File: config.mk
export PLATFORM = sky130hd
export DESIGN_NAME = cp0_regs_flat
export DESIGN_NICKNAME = d
export VERILOG_FILES = /design/src/rtl/cp0_if.sv /design/src/rtl/cp0_regs.sv /design/src/flat_wrapper.sv
export SDC_FILE = /design/constraint.sdc
export NUM_CORES = 1
export LEC_CHECK = 0
export BUFFER_PORTS_ARGS = -buffer_cell sky130_fd_sc_hd__buf_2
export CAP_MARGIN = 10
export CORE_MARGIN = 2
export CORE_UTILIZATION = 25
export CTS_CLUSTER_SIZE = 30
export DETAILED_ROUTE_END_ITERATION = 12
export PLACE_DENSITY = 0.57
export SLEW_MARGIN = 20
export SYNTH_ARGS = -nofsm -noshare
export SYNTH_HDL_FRONTEND = slang
export SYNTH_SLANG_ARGS = --single-unit
File: constraint.sdc
create_clock -name clk -period 2.63 [get_ports clk]
set_clock_uncertainty 0.2 [all_clocks]
set_input_delay 0.1315 -clock clk [delete_from_list [all_inputs] [get_ports clk]]
set_output_delay 0.1315 -clock clk [all_outputs]
set_load 0.005 [all_outputs]
File: src/rtl/cp0_if.sv
// -----------------------------------------------------------------------------
// cp0_if -- bundle between the pipeline (master) and the CP0 register file
// (slave).
//
// Master drives:
//   cp0write/waddr/wdata        MTC0 write strobe, target register, data
//   raddr                       MFC0 source register
//   int_i                       hardware interrupt lines HW[5:0], level-sensitive
//   exc_valid/exc_code/exc_pc/exc_bd/exc_badvaddr
//                               exception commit and its attributes
//   eret                        ERET commit
// Slave drives:
//   rdata                       MFC0 read data (combinational)
//   flush/new_pc                pipeline redirect request and target
//   int_req                     pending enabled interrupt
//   status_o/cause_o/epc_o      current register values
// -----------------------------------------------------------------------------
interface cp0_if;
    logic        cp0write;
    logic [4:0]  waddr;
    logic [31:0] wdata;
    logic [4:0]  raddr;
    logic [31:0] rdata;
    logic [5:0]  int_i;
    logic        exc_valid;
    logic [4:0]  exc_code;
    logic [31:0] exc_pc;
    logic        exc_bd;
    logic [31:0] exc_badvaddr;
    logic        eret;
    logic        flush;
    logic [31:0] new_pc;
    logic        int_req;
    logic [31:0] status_o;
    logic [31:0] cause_o;
    logic [31:0] epc_o;

    modport master (
        output cp0write, waddr, wdata, raddr, int_i,
        output exc_valid, exc_code, exc_pc, exc_bd, exc_badvaddr, eret,
        input  rdata, flush, new_pc, int_req, status_o, cause_o, epc_o
    );

    modport slave (
        input  cp0write, waddr, wdata, raddr, int_i,
        input  exc_valid, exc_code, exc_pc, exc_bd, exc_badvaddr, eret,
        output rdata, flush, new_pc, int_req, status_o, cause_o, epc_o
    );
endinterface

File: src/rtl/cp0_regs.sv
// -----------------------------------------------------------------------------
// cp0_regs -- MIPS-style coprocessor-0 register file: BadVAddr, Count,
// Compare, Status, Cause and EPC, with exception entry, ERET return, the
// Count/Compare timer interrupt and the interrupt-pending request.
//
// Ports:
//   clk     rising-edge clock
//   resetn  asynchronous active-low reset
//   bus     cp0_if.slave: MTC0/MFC0 access, interrupt lines, exception and
//           ERET commit inputs; redirect, interrupt request and register
//           value outputs (see cp0_if.sv)
//
// Parameters:
//   STATUS_RESET  Status value loaded on reset (BEV set)
//   EXC_VECTOR    redirect target on exception entry
// -----------------------------------------------------------------------------
module cp0_regs #(
    parameter logic [31:0] STATUS_RESET = 32'h0040_0000,
    parameter logic [31:0] EXC_VECTOR   = 32'hBFC0_0380
) (
    input logic  clk,
    input logic  resetn,
    cp0_if.slave bus
);

    localparam logic [4:0] REG_BADVADDR = 5'd8;
    localparam logic [4:0] REG_COUNT    = 5'd9;
    localparam logic [4:0] REG_COMPARE  = 5'd11;
    localparam logic [4:0] REG_STATUS   = 5'd12;
    localparam logic [4:0] REG_CAUSE    = 5'd13;
    localparam logic [4:0] REG_EPC      = 5'd14;

    localparam logic [4:0] EXC_ADEL = 5'h04;
    localparam logic [4:0] EXC_ADES = 5'h05;

    // Status: only the writable fields are stored; BEV is a constant 1.
    logic [7:0]  status_im;
    logic        status_exl;
    logic        status_ie;

    // Cause: IP[15:10] mirror the interrupt lines, IP[9:8] are software bits.
    logic        cause_bd;
    logic        cause_ti;
    logic [7:0]  cause_ip;
    logic [4:0]  cause_exc;

    logic [31:0] epc;
    logic [31:0] badvaddr;
    logic [31:0] count;
    logic [31:0] compare;
    // Count advances on every other clock; tick marks the advancing cycle.
    logic        tick;

    logic [31:0] count_inc;
    logic        wr_count;
    logic        wr_compare;
    logic        wr_status;
    logic        wr_cause;
    logic        wr_epc;
    logic [31:0] status_val;
    logic [31:0] cause_val;

    function automatic logic [31:0] pack_status(
        input logic [7:0] im,
        input logic       exl,
        input logic       ie
    );
        return {9'b0, 1'b1, 6'b0, im, 6'b0, exl, ie};
    endfunction

    function automatic logic [31:0] pack_cause(
        input logic       bd,
        input logic       ti,
        input logic [7:0] ip,
        input logic [4:0] exc
    );
        return {bd, ti, 14'b0, ip, 1'b0, exc, 2'b0};
    endfunction

    assign count_inc  = count + 32'd1;
    assign wr_count   = bus.cp0write && (bus.waddr == REG_COUNT);
    assign wr_compare = bus.cp0write && (bus.waddr == REG_COMPARE);
    assign wr_status  = bus.cp0write && (bus.waddr == REG_STATUS);
    assign wr_cause   = bus.cp0write && (bus.waddr == REG_CAUSE);
    assign wr_epc     = bus.cp0write && (bus.waddr == REG_EPC);

    assign status_val = pack_status(status_im, status_exl, status_ie);
    assign cause_val  = pack_cause(cause_bd, cause_ti, cause_ip, cause_exc);

    // Updates are written lowest priority first (MTC0, then ERET, then
    // exception) so that the later nonblocking assignment owns any field
    // two sources try to write in the same cycle.
    always_ff @(posedge clk or negedge resetn) begin
        if (!resetn) begin
            status_im  <= STATUS_RESET[15:8];
            status_exl <= STATUS_RESET[1];
            status_ie  <= STATUS_RESET[0];
            cause_bd   <= 1'b0;
            cause_ti   <= 1'b0;
            cause_ip   <= 8'b0;
            cause_exc  <= 5'b0;
            epc        <= 32'b0;
            badvaddr   <= 32'b0;
            count      <= 32'b0;
            compare    <= 32'b0;
            tick       <= 1'b0;
        end else begin
            // HW5 is shared with the timer interrupt, sampled from the
            // current TI so it follows TI by one cycle.
            cause_ip[7:2] <= {bus.int_i[5] | cause_ti, bus.int_i[4:0]};

            if (wr_count) begin
                count <= bus.wdata;
                tick  <= 1'b0;
            end else begin
                tick <= ~tick;
                if (tick) begin
                    count <= count_inc;
                    if (count_inc == compare) begin
                        cause_ti <= 1'b1;
                    end
                end
            end

            // Acknowledging the timer by rewriting Compare overrides a
            // coincident match.
            if (wr_compare) begin
                compare  <= bus.wdata;
                cause_ti <= 1'b0;
            end

            if (wr_status) begin
                status_im  <= bus.wdata[15:8];
                status_exl <= bus.wdata[1];
                status_ie  <= bus.wdata[0];
            end

            if (wr_cause) begin
                cause_ip[1:0] <= bus.wdata[9:8];
            end

            if (wr_epc) begin
                epc <= bus.wdata;
            end

            if (bus.eret) begin
                status_exl <= 1'b0;
            end

            if (bus.exc_valid) begin
                // A nested exception keeps the original return point.
                if (!status_exl) begin
                    epc      <= bus.exc_bd ? (bus.exc_pc - 32'd4) : bus.exc_pc;
                    cause_bd <= bus.exc_bd;
                end
                status_exl <= 1'b1;
                cause_exc  <= bus.exc_code;
                if ((bus.exc_code == EXC_ADEL) || (bus.exc_code == EXC_ADES)) begin
                    badvaddr <= bus.exc_badvaddr;
                end
            end
        end
    end

    always_comb begin
        bus.rdata = 32'b0;
        case (bus.raddr)
            REG_BADVADDR: bus.rdata = badvaddr;
            REG_COUNT:    bus.rdata = count;
            REG_COMPARE:  bus.rdata = compare;
            REG_STATUS:   bus.rdata = status_val;
            REG_CAUSE:    bus.rdata = cause_val;
            REG_EPC:      bus.rdata = epc;
            default:      bus.rdata = 32'b0;
        endcase
    end

    assign bus.flush    = bus.exc_valid | bus.eret;
    assign bus.new_pc   = bus.exc_valid ? EXC_VECTOR : epc;
    assign bus.int_req  = status_ie & ~status_exl & (|(cause_ip & status_im));
    assign bus.status_o = status_val;
    assign bus.cause_o  = cause_val;
    assign bus.epc_o    = epc;

endmodule
File: src/flat_wrapper.sv
// flat-port wrapper written by rule: the top's interface ports become plain ports
module cp0_regs_flat 
#(
    parameter logic [31:0] STATUS_RESET = 32'h0040_0000,
    parameter logic [31:0] EXC_VECTOR   = 32'hBFC0_0380
)
  (clk, resetn, bus_cp0write, bus_waddr, bus_wdata, bus_raddr, bus_int_i, bus_exc_valid, bus_exc_code, bus_exc_pc, bus_exc_bd, bus_exc_badvaddr, bus_eret, bus_rdata, bus_flush, bus_new_pc, bus_int_req, bus_status_o, bus_cause_o, bus_epc_o);
  cp0_if bus_i ();
  input logic clk;
  input logic resetn;
  input wire logic [$bits(bus_i.cp0write)-1:0] bus_cp0write;
  input wire logic [$bits(bus_i.waddr)-1:0] bus_waddr;
  input wire logic [$bits(bus_i.wdata)-1:0] bus_wdata;
  input wire logic [$bits(bus_i.raddr)-1:0] bus_raddr;
  input wire logic [$bits(bus_i.int_i)-1:0] bus_int_i;
  input wire logic [$bits(bus_i.exc_valid)-1:0] bus_exc_valid;
  input wire logic [$bits(bus_i.exc_code)-1:0] bus_exc_code;
  input wire logic [$bits(bus_i.exc_pc)-1:0] bus_exc_pc;
  input wire logic [$bits(bus_i.exc_bd)-1:0] bus_exc_bd;
  input wire logic [$bits(bus_i.exc_badvaddr)-1:0] bus_exc_badvaddr;
  input wire logic [$bits(bus_i.eret)-1:0] bus_eret;
  output wire logic [$bits(bus_i.rdata)-1:0] bus_rdata;
  output wire logic [$bits(bus_i.flush)-1:0] bus_flush;
  output wire logic [$bits(bus_i.new_pc)-1:0] bus_new_pc;
  output wire logic [$bits(bus_i.int_req)-1:0] bus_int_req;
  output wire logic [$bits(bus_i.status_o)-1:0] bus_status_o;
  output wire logic [$bits(bus_i.cause_o)-1:0] bus_cause_o;
  output wire logic [$bits(bus_i.epc_o)-1:0] bus_epc_o;
  assign bus_i.cp0write = bus_cp0write;
  assign bus_i.waddr = bus_waddr;
  assign bus_i.wdata = bus_wdata;
  assign bus_i.raddr = bus_raddr;
  assign bus_i.int_i = bus_int_i;
  assign bus_i.exc_valid = bus_exc_valid;
  assign bus_i.exc_code = bus_exc_code;
  assign bus_i.exc_pc = bus_exc_pc;
  assign bus_i.exc_bd = bus_exc_bd;
  assign bus_i.exc_badvaddr = bus_exc_badvaddr;
  assign bus_i.eret = bus_eret;
  assign bus_rdata = bus_i.rdata;
  assign bus_flush = bus_i.flush;
  assign bus_new_pc = bus_i.new_pc;
  assign bus_int_req = bus_i.int_req;
  assign bus_status_o = bus_i.status_o;
  assign bus_cause_o = bus_i.cause_o;
  assign bus_epc_o = bus_i.epc_o;
  cp0_regs #(.STATUS_RESET(STATUS_RESET), .EXC_VECTOR(EXC_VECTOR)) u_core (.clk(clk), .resetn(resetn), .bus(bus_i));
endmodule
==> impl_metrics.env <==
export IMPL_cap_violations=0
export IMPL_crit_arrival_ns=2.66
export IMPL_pwr_share_clk_pct=29.3
export IMPL_worst_setup_path_type="reg2reg"
export IMPL_ff_latch_area_um2=3860
export IMPL_netlist_top_cells_count="dfrtp_1 (154), nand2_1 (102), mux2_2 (92), xnor2_1 (65), a22oi_1 (64)"
export IMPL_hold_class="in2async"
export IMPL_synth_top_area_share_pct=40.0
export IMPL_final_net_count=1501
export IMPL_p_int_uw=5610
export IMPL_cellLeakagePower_uw=0.00590
export IMPL_path_max_fanout=6
export IMPL_status="finished clean"
export IMPL_grt_pass1_wl_um=54400
export IMPL_first_iter_violations=591
export IMPL_die_width_um=200
export IMPL_cts_root_buf="clkbuf_16"
export IMPL_ys_seq_area_share_pct=40.0
export IMPL_htree_levels=4
export IMPL_synth_cells=982
export IMPL_drive_gt1_share_pct=36.0
export IMPL_via_count=8970
export IMPL_tns_ns=0
export IMPL_critPathSlowestCell="or4_1"
export IMPL_multi_input_area_um2=5330
export IMPL_r2r_start="u_core.count[7]"
export IMPL_firstDrtPassIters=7
export IMPL_netlist_top_cells_area="dfrtp_1 (40%), mux2_2 (11%), xnor2_1 (5.9%)"
export IMPL_slew_headroom_pct=59.6
export IMPL_finalCritPeriodShare_pct=95.6
export IMPL_antenna_found_initial=2
export IMPL_hold_violations=0
export IMPL_drcViolationCount=0
export IMPL_fin_util_pct=36.0
export IMPL_regToRegSetupSlack_ns=0.12
export IMPL_cts_tree="done"
export IMPL_synth_main_ff_cell="dfrtp_1"
export IMPL_switching_power_uw=2820
export IMPL_grt_max_degree=66
export IMPL_routedWlPerCell_um=18.9
export IMPL_yosysTopAreaCell="dfrtp_1"
export IMPL_overflow=0
export IMPL_rows=71
export IMPL_synth_area_um2=9640
export IMPL_start_kind="flop"
export IMPL_synth_edf_count=0
export IMPL_wirelength_um=35900
export IMPL_seq_power_share_pct=40.4
export IMPL_endpoint_kind="flop"
export IMPL_fillCellCount=3941
export IMPL_cts_made_buffers=17
export IMPL_worstReg2RegEnd="u_core.cause_ti"
export IMPL_syn_mean_instance_area_um2=9.82
export IMPL_fin_crit_ns=2.51
export IMPL_vias_per_cell=4.72
export IMPL_die_area_um2=40200
export IMPL_worstSkewPairLatency_ns=0.44
export IMPL_power_total_uw=8440
export IMPL_clock_sinks=154
export IMPL_tightest_slew_ns=0.604
export IMPL_reg2reg_depth=8
export IMPL_port_buffers=245
export IMPL_ys_ff_latch=154
export IMPL_clk_pin_slew_ns=0.07
export IMPL_power_frac_comb_pct=30.3
export IMPL_top_level_ports=285
export IMPL_max_clock_freq_mhz=398
export IMPL_ir_drop_mv=0.304
export IMPL_yosysUniqueCellTypes=65
export IMPL_gp_congestion=0.900
export IMPL_grt_usage_pct=17.5
export IMPL_area_growth_pct=41.2
export IMPL_placeableCoreArea_um2=37800
export IMPL_finalSetupViolations=0
export IMPL_synth_most_common_cell="dfrtp_1"
export IMPL_place_inst=1725
export IMPL_dp_hpwl_um=27300
export IMPL_switching_share_pct=33.5
export IMPL_yosysWarnings=0
export IMPL_synth_async_reset_ratio_pct=100
export IMPL_die_y_um=200
export IMPL_cp_cell_sequence="nand4_4 -> nor4_4 -> buf_6 -> nand3_1 -> nor3b_1 -> a31oi_1 -> or4_1 -> o31ai_2"
export IMPL_cts_buffer_depth=2
export IMPL_required_ns=2.78
export IMPL_slowest_delay_ns=0.55
export IMPL_start_util_pct=25.5
export IMPL_instances_no_fill=1902
export IMPL_drv_slew=0
export IMPL_grt_pass1_vias=8968
export IMPL_p_per_area_nw_per_um2=620
export IMPL_ant_nets=0
flip-flops by register name, summed over array words and instances, names as in the netlist:
register / cells
u_core.compare: 32
u_core.status_exl: 1
u_core.count: 32
u_core.status_im: 8
u_core.cause_bd: 1
u_core.cause_ti: 1
u_core.bus.epc_o: 32
u_core.badvaddr: 32
u_core.status_ie: 1
u_core.cause_ip: 8
u_core.tick: 1
u_core.cause_exc: 5
metal layers:
metal	vias up	track usage (%)	wire, µm
met5	-	0	0
met4	0	5.74	809
met3	55	2.80	1860
met2	300	28.6	17000
met1	4439	23.6	16200
li1	4176	-	-
worst max-delay path: cells and delay by family, from the launching register on:
kind | cells | cell delay, ns
AO/OA/AOI/OAI | 2 | 0.24
buffers and inverters | 1 | 0.16
flip-flops | 1 | 0.42
AND/OR/NAND/NOR | 5 | 1.41
worst max path at each step:
stage               startpoint                   end  slack [ns]  depth (start not counted)
2_1_floorplan  u_core.count[1]       u_core.cause_ti        0.04                          8
3_3_place_gp   u_core.count[6]       u_core.cause_ti        0.08                          7
3_5_place_dp   u_core.count[6]       u_core.cause_ti        0.02                          7
4_1_cts         bus_exc_pc[20]  u_core.bus.epc_o[29]       0.004                          8
5_1_grt        u_core.count[1]       u_core.cause_ti       -0.01                          8
6_report       u_core.count[7]       u_core.cause_ti        0.12                          8
through the flow:
stage,cell area [µm²],hold slack [ns],setup WS [ns]
floorplan,9780,-0.364,0.0388
global placement,11500,-0.0810,0.0757
detailed placement,11500,-0.0811,0.0171
CTS,13400,0.00626,0.00356
global route,13600,0.0413,-0.0104
finish,13600,0.0181,0.116
layout by cell type, fill, tap and decap left out, types with 4 or more instances in the layout:
master	instances
nand3_2	5
inv_1	7
nand2_1	102
nand3_1	23
dlygate4sd3_1	132
buf_12	7
a22oi_1	64
dfrtp_1	148
nor3b_1	5
nor2_1	57
nand4_1	16
nor4_4	4
mux2_2	92
xnor2_1	65
a222oi_1	9
or2_2	15
xor2_1	42
nand3b_1	4
nor3_1	15
buf_4	62
conb_1	39
a21oi_1	26
nor3_2	6
nor4_1	5
nor2b_1	21
nand2b_1	4
mux2i_1	27
buf_2	244
o21ai_0	42
a31oi_1	6
dfrtp_2	6
clkbuf_16	17
kinds of logic (layout without fill, tap and decap cells):
group | count (synthesis) | in the layout | share of synthesized area, %
simple gates | 319 | 320 | 17.5
compound gates | 162 | 162 | 11.3
flops | 154 | 154 | 40.0
mux | 119 | 119 | 13.5
buf+inv | 117 | 486 | 7.66
xor+xnor | 107 | 107 | 9.72
fa+ha+maj | 2 | 2 | 0.259
other cells | 2 | 41 | 0.0779
power by group through the flow:
stage | Sequential (µW) | Combinational, µW | Clock [µW]
final | 3410 | 2550 | 2470
after global routing | 3480 | 2790 | 2610
after CTS | 3370 | 2540 | 2520
after detailed placement | 3410 | 2350 | 0
after global placement | 3390 | 2340 | 0
after floorplan | 3210 | 1640 | 0
area by class of cell:
cell class                      instances  share of cell area (%)
Clock buffer                           19                    3.25
Sequential cell                       154                    28.4
Timing Repair Buffer                  447                    23.3
Multi-Input combinational cell        749                    39.1
Antenna cell                            2                  0.0368
Inverter                                7                   0.193
Clock inverter                         13                    1.04
Tap cell                              511                    4.70
what timing repair did:
item                                   4_1_cts  5_1_grt
setup endpoints to repair                    0       10
endpoints found under the hold margin      306        0
resized for setup                            0       26
hold buffers                               134        0
buffers inserted                             0       10
(Power assumes the default switching activity.)
